File: src/rtl/uart_link_ctrl.sv
// UART link controller: handshake/echo-guarded fetch (host -> write FIFO) and readback (read FIFO -> host).
// Define UART_PARITY_EN to add an even-parity bit to every TX and RX frame.
module uart_link_ctrl #(
  parameter int unsigned CLK_FREQ_HZ = 7_000_000,
  parameter int unsigned BAUD_RATE   = 115200,
  parameter int unsigned DATA_BITS   = 8,
  parameter int unsigned STOP_BITS   = 1,
  parameter logic [7:0]  FH_SHAKE    = 8'hDD,
  parameter logic [7:0]  RB_SHAKE    = 8'hAA,
  parameter int unsigned LEN_W       = 16
) (
  input  logic                 clk,
  input  logic                 rst,
  input  logic                 start_fh,
  input  logic                 start_rb,
  input  logic [LEN_W-1:0]     xfer_len,
  input  logic                 txd_in,
  output logic                 rxd_out,
  output logic [DATA_BITS-1:0] dout,
  output logic                 wr_en,
  input  logic                 full,
  input  logic [DATA_BITS-1:0] din,
  output logic                 rd_en,
  input  logic                 empty,
  output logic                 busy,
  output logic                 done,
  output logic                 err
);
  localparam int unsigned DIV = (CLK_FREQ_HZ + BAUD_RATE - 1) / BAUD_RATE;
`ifdef UART_PARITY_EN
  localparam int unsigned PAR = 1;
`else
  localparam int unsigned PAR = 0;
`endif
  localparam int unsigned NB = 1 + DATA_BITS + PAR + STOP_BITS;
  localparam int unsigned CW = $clog2(DIV + 1);
  localparam int unsigned PW = $clog2(NB + 1);
  localparam logic [CW-1:0] DIV_M1    = CW'(DIV - 1);
  localparam logic [CW-1:0] HALF_M1   = CW'(DIV / 2 - 1);
  localparam logic [PW-1:0] POS_LAST  = PW'(NB - 1);
  localparam logic [PW-1:0] POS_DLAST = PW'(DATA_BITS);
  localparam logic [PW-1:0] POS_PAR   = PW'(DATA_BITS + 1);
  localparam logic [DATA_BITS-1:0] FH_B = FH_SHAKE[DATA_BITS-1:0];
  localparam logic [DATA_BITS-1:0] RB_B = RB_SHAKE[DATA_BITS-1:0];

  typedef enum logic [3:0] {
    IDLE, FH_TX, FH_ECHO, FH_DATA, RB_TX, RB_ECHO, RB_FETCH, RB_SEND, FIN
  } state_t;

  state_t state, state_nx;

  logic                 rx_s1, rx_s2, rx_s3, rx_act, rx_bad, rx_valid, rx_ferr;
  logic [CW-1:0]        rx_cnt;
  logic [PW-1:0]        rx_pos;
  logic [DATA_BITS-1:0] rx_shift;
  logic                 rx_tick, rx_end, rx_ok, wr_ok;

  logic                 tx_busy, tx_load;
  logic [DATA_BITS-1:0] tx_data;
  logic [NB-2:0]        tx_shift, tx_frame;
  logic [CW-1:0]        tx_cnt;
  logic [PW-1:0]        tx_pos;

  logic [LEN_W-1:0]     cnt;
  logic                 cnt_dec, err_set, accept, rb_first;
  logic [DATA_BITS-1:0] echo_b;

  assign rx_tick = rx_act && (rx_cnt == '0);
  assign rx_end  = rx_tick && (rx_pos == POS_LAST);
  // Last sample is always a stop bit, so the live line value completes the check.
  assign rx_ok   = rx_end && !rx_bad && rx_s2;
  assign wr_ok   = rx_ok && (state == FH_DATA) && !full;

  always_ff @(posedge clk or negedge rst) begin
    if (!rst) begin
      rx_s1    <= 1'b1;
      rx_s2    <= 1'b1;
      rx_s3    <= 1'b1;
      rx_act   <= 1'b0;
      rx_bad   <= 1'b0;
      rx_cnt   <= '0;
      rx_pos   <= '0;
      rx_shift <= '0;
      rx_valid <= 1'b0;
      rx_ferr  <= 1'b0;
      dout     <= '0;
      wr_en    <= 1'b0;
    end else begin
      rx_s1    <= txd_in;
      rx_s2    <= rx_s1;
      rx_s3    <= rx_s2;
      rx_valid <= rx_ok;
      rx_ferr  <= rx_end && !rx_ok;
      wr_en    <= wr_ok;
      if (wr_ok) dout <= rx_shift;
      if (!rx_act) begin
        if (rx_s3 && !rx_s2) begin
          rx_act <= 1'b1;
          rx_cnt <= HALF_M1;
          rx_pos <= '0;
          rx_bad <= 1'b0;
        end
      end else if (rx_cnt != '0) begin
        rx_cnt <= rx_cnt - CW'(1);
      end else begin
        rx_cnt <= DIV_M1;
        rx_pos <= rx_pos + PW'(1);
        if (rx_pos == '0) begin
          if (rx_s2) rx_act <= 1'b0;
        end else if (rx_pos <= POS_DLAST) begin
          rx_shift <= {rx_s2, rx_shift[DATA_BITS-1:1]};
        end else if ((PAR != 0) && (rx_pos == POS_PAR)) begin
          if (rx_s2 != ^rx_shift) rx_bad <= 1'b1;
        end else if (!rx_s2) begin
          rx_bad <= 1'b1;
        end
        if (rx_pos == POS_LAST) rx_act <= 1'b0;
      end
    end
  end

  always_comb begin
    tx_frame = '1;
    tx_frame[DATA_BITS-1:0] = tx_data;
    if (PAR != 0) tx_frame[DATA_BITS] = ^tx_data;
  end

  always_ff @(posedge clk or negedge rst) begin
    if (!rst) begin
      rxd_out  <= 1'b1;
      tx_busy  <= 1'b0;
      tx_shift <= '1;
      tx_cnt   <= '0;
      tx_pos   <= '0;
    end else if (tx_load) begin
      rxd_out  <= 1'b0;
      tx_shift <= tx_frame;
      tx_busy  <= 1'b1;
      tx_cnt   <= DIV_M1;
      tx_pos   <= '0;
    end else if (tx_busy) begin
      if (tx_cnt != '0) begin
        tx_cnt <= tx_cnt - CW'(1);
      end else if (tx_pos == POS_LAST) begin
        tx_busy <= 1'b0;
      end else begin
        rxd_out  <= tx_shift[0];
        tx_shift <= {1'b1, tx_shift[NB-2:1]};
        tx_cnt   <= DIV_M1;
        tx_pos   <= tx_pos + PW'(1);
      end
    end
  end

  assign accept = (state == IDLE) && (start_fh || start_rb);
  assign echo_b = (state == FH_ECHO) ? FH_B : RB_B;

  always_ff @(posedge clk or negedge rst) begin
    if (!rst) begin
      state    <= IDLE;
      cnt      <= '0;
      err      <= 1'b0;
      rb_first <= 1'b0;
    end else begin
      state    <= state_nx;
      rb_first <= (state == RB_FETCH) && !empty;
      if (accept)       cnt <= xfer_len;
      else if (cnt_dec) cnt <= cnt - LEN_W'(1);
      if (accept)       err <= 1'b0;
      else if (err_set) err <= 1'b1;
    end
  end

  always_comb begin
    state_nx = state;
    case (state)
      IDLE:     if (start_rb) state_nx = RB_TX;
                else if (start_fh) state_nx = FH_TX;
      FH_TX:    if (!tx_busy) state_nx = FH_ECHO;
      RB_TX:    if (!tx_busy) state_nx = RB_ECHO;
      FH_ECHO, RB_ECHO: begin
        if (rx_ferr || (rx_valid && (rx_shift != echo_b))) state_nx = FIN;
        else if (rx_valid) begin
          if (cnt == '0)             state_nx = FIN;
          else if (state == FH_ECHO) state_nx = FH_DATA;
          else                       state_nx = RB_FETCH;
        end
      end
      FH_DATA:  if (rx_valid && (cnt == LEN_W'(1))) state_nx = FIN;
      RB_FETCH: if (!empty) state_nx = RB_SEND;
      RB_SEND:  if (!rb_first && !tx_busy)
                  state_nx = (cnt == LEN_W'(1)) ? FIN : RB_FETCH;
      FIN:      state_nx = IDLE;
      default:  state_nx = IDLE;
    endcase
  end

  // rb_first marks the cycle where din (requested by last cycle's rd_en) is valid.
  always_comb begin
    tx_load = 1'b0;
    tx_data = FH_B;
    rd_en   = 1'b0;
    cnt_dec = 1'b0;
    err_set = 1'b0;
    busy    = (state != IDLE) && (state != FIN);
    done    = (state == FIN);
    case (state)
      IDLE: begin
        if (start_rb) begin
          tx_load = 1'b1;
          tx_data = RB_B;
        end else if (start_fh) begin
          tx_load = 1'b1;
        end
      end
      FH_ECHO, RB_ECHO: err_set = rx_ferr || (rx_valid && (rx_shift != echo_b));
      FH_DATA: begin
        cnt_dec = rx_valid;
        err_set = rx_ferr || (rx_valid && !wr_en);
      end
      RB_FETCH: rd_en = !empty;
      RB_SEND: begin
        if (rb_first) begin
          tx_load = 1'b1;
          tx_data = din;
        end else begin
          cnt_dec = !tx_busy;
        end
      end
      default: ;
    endcase
  end
endmodule

File: config.mk
export PLATFORM = sky130hd
export DESIGN_NAME = uart_link_ctrl
export DESIGN_NICKNAME = d
export VERILOG_FILES = /design/src/rtl/uart_link_ctrl.sv
export SDC_FILE = /design/constraint.sdc
export NUM_CORES = 1
export LEC_CHECK = 0
export BUFFER_PORTS_ARGS = -buffer_cell sky130_fd_sc_hd__buf_4
export CAP_MARGIN = 20
export CORE_UTILIZATION = 45
export DETAILED_ROUTE_END_ITERATION = 8
export GPL_ROUTABILITY_DRIVEN = 0
export PLACE_DENSITY_LB_ADDON = 0.08
export SKIP_LAST_GASP = 1
export SLEW_MARGIN = 20
export SYNTH_ARGS = -nofsm -noshare
export SYNTH_HDL_FRONTEND = slang
export SYNTH_SLANG_ARGS = --single-unit
export TNS_END_PERCENT = 1
File: constraint.sdc
create_clock -name clk -period 2.8 [get_ports clk]
set_clock_uncertainty 0.05 [all_clocks]
set_input_delay 0.14 -clock clk [delete_from_list [all_inputs] [get_ports clk]]
set_output_delay 0.14 -clock clk [all_outputs]
set_load 0.05 [all_outputs]
After elaboration in Yosys (flattened, before gate mapping):

Cells that the tools add are included.

* logic and storage cells: 167
* flip-flop bits (word level): 77
* output and inout bits: 14

* bitwise operators: 2
* equality and inequality tests: 27
* order comparisons: 1
* muxes and demuxes: 67
* reductions and logical operators: 44
* add/subtract/negate cells: 5

Operators with widths (count)
* 4-bit 2-to-1 mux: 18
* 6-bit 2-to-1 mux: 7
* 9-bit 2-to-1 mux: 4
* 16-bit 2-to-1 mux: 2
* 4-bit one-hot mux with 7 select lines: 1
* 1-bit 2-to-1 mux: 27
* 2-bit inequality test (second input constant): 10
* 16-bit by 1-bit == test with 1-bit output (second input constant): 1
* 4-bit by 3-bit == test with 1-bit output (second input constant): 4
* 16-bit logical NOT: 1
* 8-bit one-hot mux with 2 select lines: 1
* 16-bit by 1-bit subtractor with 16-bit output (second input constant): 1
* 1-bit logical AND: 15
* 7-bit 2-to-1 mux: 2
* 4-bit == test (second input constant): 3
* 6-bit nonzero test: 2
* 6-bit by 1-bit subtractor with 6-bit output (second input constant): 2
* 3-bit inequality test (second input constant): 3
* 4-bit by 1-bit adder with 4-bit output (second input constant): 2
* 4-bit by 2-bit == test with 1-bit output (second input constant): 2
* 1-bit logical NOT: 8
* 4-bit logical NOT: 2
* 8-bit 2-to-1 mux: 1
* 8-bit inequality test: 1
* 17 further kinds: 26

Longest topological paths before layout:

* depth in word-level cells: 8
* depth in mapped cells: 10
* gate-level depth less buffers: 8

Worst setup path after synthesis:

OpenSTA, ideal clock, no wires.

* kind: flip-flop to flip-flop
* start: register state[0]
* end: register rb_first
* setup slack: 0.254 ns
* buffers on the path: 1
* arrival time: 2.209 ns
* stages on the path, launching flop included: 3
* path through: dfrtp_1 > clkbuf_1 > nor4_1

* word-level cells in the longest chain between the ends: 2

RTL lines
* start, declared: RTL line 50 `state_t state, state_nx;`
* start signal, assigned: RTL line 165 `state <= state_nx;`
* 4-bit by 3-bit == test with 1-bit output: RTL line 166 `rb_first <= (state == RB_FETCH) && !empty;`
* 1-bit logical AND: RTL line 166
* end signal, assigned: RTL line 166
* end, declared: RTL line 65 `logic cnt_dec, err_set, accept, rb_first;`

Every way passes these cells.
A chain may end at the register's enable or synchronous reset.

Worst setup path in the final report:

* start: register tx_cnt[0]
* end: register tx_pos[0]

* word-level cells in the longest chain between the ends: 3

RTL lines
* start, declared: RTL line 61 `logic [CW-1:0] tx_cnt;`
* start signal, assigned: RTL line 143 `tx_cnt <= tx_cnt - CW'(1);`
* 6-bit nonzero test: RTL line 142 `if (tx_cnt != '0) begin`
* 2-bit inequality test (no line)
* 3-bit AND reduction (no line)
* end signal, assigned: RTL line 150 `tx_pos <= tx_pos + PW'(1);`
* end, declared: RTL line 62 `logic [PW-1:0] tx_pos;`

Every way passes these cells.

==> impl_summary.txt <==
----------------------------------------------------
[Outcome]
  Run status ... finished, final reports clean

[STA]
  Upper clock frequency limit ... 388 MHz
  Final slew viol count ... 0
  Worst slew slack as a fraction of its limit ... 37.6%
  Unrepaired setup endpoints after global routing ... false
  Number of hold violations in the final report ... 0
  Post-Route Setup TNS ... 0 ns
  Final critical-path required period ... approximately 2.6 ns
  Period utilisation layout ... 92.0%
  Worst-margin pin slew ... 0.936 ns
  Total setup violations reported at the end of the flow ... 0

[Clocking]
  Post-CTS setup buffer count ... 0
  Cell at the root of the clock tree ... clkbuf_8
  Number of buffers added by the clock tree synthesis step ... 9
  Depth of the CTS H-tree ... 3
  Clock tree from TritonCTS ... done
  Maximum clock insertion buffer count ... 2
  Number of clock sinks ... between 70 and 80
  Clock slew at the register clock pins of the worst setup and hold paths ... 0.08 ns
  Clock latency at the later pin of the worst-skew pair ... 0.35 ns

[Yosys]
  Post-Syn Nets ... 442
  Cell area after synthesis ... slightly below 0.004 mm2
  Mux cell area share after synthesis ... 4.88%
  Complex-gate fraction of the synthesized area ... 12.1%
  Per-instance average area after synthesis ... a little under 10 um2
  Largest family of logic cells by synthesized area ... simple AND/OR/NAND/NOR gates
  Yosys Warn Count ... 0
  Fraction of registers with async set/reset ... between 90% and 100%
  Fraction of the mapped netlist area in adder cells ... under 10%
  Number of synthesized flops with an enable pin ... 0
  Instance count of the mapped netlist ... approximately 400
  Number of unique standard cell types used by synthesis ... a little over 50
  Area fraction in and, or, nand and nor cells after synthesis ... about a fifth
  Most used flip-flop cell after synthesis ... dfrtp_1
  Fraction of the yosys area taken by sequential cells ... a little under 50%
  Seq cells post-synth ... 76
  Post-synthesis share of cell area spent on xor and xnor gates ... 6.29%

[Drt]
  Final WL ... slightly below 8 mm
  Iteration count of the initial detailed-routing pass ... 4
  Routed length on met2 ... between 3 and 4 mm
  DR vias/cell ... 5.28
  Highest metal used ... met4
  Initial DRC count ... 97
  Wire length on met3 ... approximately 220 um
  Routed wire length per instance ... 13.7 um
  Number of DRC violations after detailed routing ... 0
  Via count of the routed design ... between 3000 and 4000
  Post-route met1 wirelength ... approximately 3.7 mm
  Remaining antenna violation count ... 0

[Global routing]
  Total track usage ... 19.8%
  Remaining Overflow, GRT ... 0
  Largest net degree at the start of global routing ... 77
  Global-route wire length before repair ... approximately 14 mm
  Number of antenna violations at the first check in global routing ... 0
  Number of global-route vias before repair ... 3094

[Floorplan]
  Boundary Pins ... 45
  Effective utilization at floorplan ... around 47%
  Die Ht ... between 90 and 100 um
  Die Outline Area ... around 0.009 mm2
  Placeable core region ... ~0.0083 mm2
  Die width ... between 90 and 100 um
  Number of rows in the core area ... 33

[Setup path]
  CP endpoint kind ... flop
  Largest fanout on the critical path ... 9
  Critical path data required time ... 2.99 ns
  Critical setup path kind ... reg2reg
  Crit path DAT ... ~2.8 ns
  Element type at the critical path start ... flop

[Final layout]
  Count of placed standard cells in the final layout, fillers left out ... around 570
  Number of nets at the end of the flow ... 507
  Ratio of cells with drive above 1 in the final layout ... a little under a quarter
  Antenna cell count ... 0
  Area delta synth->final ... 21.2%
  Final Core Density ... between 50% and 60%

[Power]
  Cell leakage power ... 0.00209 uW
  Ratio of total power to cell area ... between 800 and 900 mW/mm2
  IR Drop Worst-Case VDD ... 0.000463 V

[Placed design]
  HPWL reported at the end of detailed placement ... around 5.4 mm
  Count of input and output buffers ... 44
  Placed cells ... ~540

[Hold path]
  Worst min-delay path class ... in2reg

[Job]
  Max-cap violations ... 0

----------------------------------------------------
==> timing repair <==
action	in CTS	in global routing
gates resized for setup	0	1
hold buffers	20	0
endpoints found under the hold margin	83	0
setup endpoints to repair	0	7
==> worst paths after layout <==
| kind | start | slack, ns | depth (start not counted) | endpoint |
|---|---|---|---|---|
| max | tx_cnt[0]$_DFFE_PN0P_ | 0.22 | 8 | tx_pos[0]$_DFFE_PN0P_ |
| min | din[1] | 0.07 | 3 | tx_shift[1]$_DFFE_PN1P_ |
| max reg2reg | tx_cnt[0]$_DFFE_PN0P_ | 0.22 | 8 | tx_pos[0]$_DFFE_PN0P_ |
| min reg2reg | rx_s1$_DFF_PN1_ | 0.31 | 0 | rx_s2$_DFF_PN1_ |
| max in group asynchronous | rst | 1.68 | 2 | cnt[11]$_DFFE_PN0P_ |
| min in group asynchronous | rst | 0.42 | 2 | dout[3]$_DFFE_PN0P_ |
==> state kept, by name, indices dropped and copies added (netlist names) <==
| register | flops |
|---|---|
| cnt | 16 |
| dout | 8 |
| rx_shift | 8 |
| tx_shift | 8 |
| rx_cnt | 6 |
| tx_cnt | 6 |
| rx_pos | 4 |
| state | 4 |
| tx_pos | 4 |
| err | 1 |
| rb_first | 1 |
| rx_act | 1 |
| rx_bad | 1 |
| rx_ferr | 1 |
| rx_s1 | 1 |
| rx_s2 | 1 |
| rx_s3 | 1 |
| rx_valid | 1 |
| rxd_out | 1 |
| tx_busy | 1 |
| wr_en | 1 |
==> cell families (layout without fill, tap and decap cells) <==
family | count (synthesis) | count (layout)
multiplexers | 17 | 17
flip-flops | 76 | 76
buffers and inverters | 36 | 106
adder cells (fa/ha/maj) | 12 | 12
AO/OA/AOI/OAI | 74 | 74
AND/OR/NAND/NOR | 156 | 156
XOR/XNOR | 28 | 28
==> stage by stage <==
| stage | worst slack [ns] | total power [uW] | cell area, um2 | hold slack, ns |
|---|---|---|---|---|
| floorplan | 0.254 | 2860 | 3900 | -0.206 |
| global route | 0.0840 | 4340 | 4720 | 0.0900 |
| detailed placement | 0.180 | 3230 | 4340 | 0.199 |
| global placement | 0.296 | 3200 | 4340 | 0.198 |
| finish | 0.223 | 3990 | 4720 | 0.0681 |
| CTS | 0.172 | 4030 | 4720 | 0.0610 |
==> cells in the mapped netlist, drive strengths merged, types with 8 or more instances <==
| library cell | n | area share (%) |
|---|---|---|
| a21oi | 11 | 1.4 |
| clkbuf | 11 | 1.1 |
| dfrtp | 64 | 41 |
| dfstp | 12 | 8.1 |
| ha | 12 | 3.9 |
| inv | 19 | 1.8 |
| mux2 | 16 | 4.6 |
| nand2 | 47 | 4.5 |
| nand3 | 12 | 1.5 |
| nor2 | 42 | 4.0 |
| nor3 | 8 | 1.0 |
| nor4 | 8 | 1.7 |
| o21ai | 30 | 3.9 |
| xnor2 | 17 | 3.8 |
| xor2 | 11 | 2.5 |
==> final cells by class <==
cell class | instances | area, um2
Timing Repair Buffer | 71 | 583
Sequential cell | 76 | 1920
Clock buffer | 9 | 124
Clock inverter | 7 | 52.6
Multi-Input combinational cell | 287 | 1840
Fill cell | 720 | 3580
Tap cell | 105 | 131
Inverter | 19 | 71.3
==> power breakdown <==
| part | switching [uW] | internal [uW] | leakage, uW |
|---|---|---|---|
| combinational | 770 | 651 | 0.00108 |
| sequential | 323 | 1480 | 0.000935 |
| clock | 432 | 324 | 0.0000779 |
| total | 1530 | 2460 | 0.00209 |
==> cells in the final DEF, fill, tap and decap left out, types with 16 or more instances in the layout <==
master and count:
o21ai_0 30, nand2_1 47, xnor2_1 17, mux2_2 16
inv_1 19, dlygate4sd3_1 20, buf_4 51, nor2_1 42
dfrtp_1 64
==> critical path, cell delays in order (launching register included) <==
cell and delay, ns:
dfrtp_1 0.40, inv_1 0.10, ha_1 0.15, or4b_2 0.59
or2_2 0.33, o21ai_0 0.41, buf_4 0.26, xnor2_1 0.13
nor2_1 0.05
==> per-layer routing <==
| metal | track usage (%) | up-vias |
|---|---|---|
| li1 | - | 1516 |
| met1 | 26.0 | 1458 |
| met2 | 32.7 | 47 |
| met3 | 4.55 | 9 |
| met4 | 6.06 | 0 |
| met5 | 0 | - |
(Power assumes the default switching activity.)
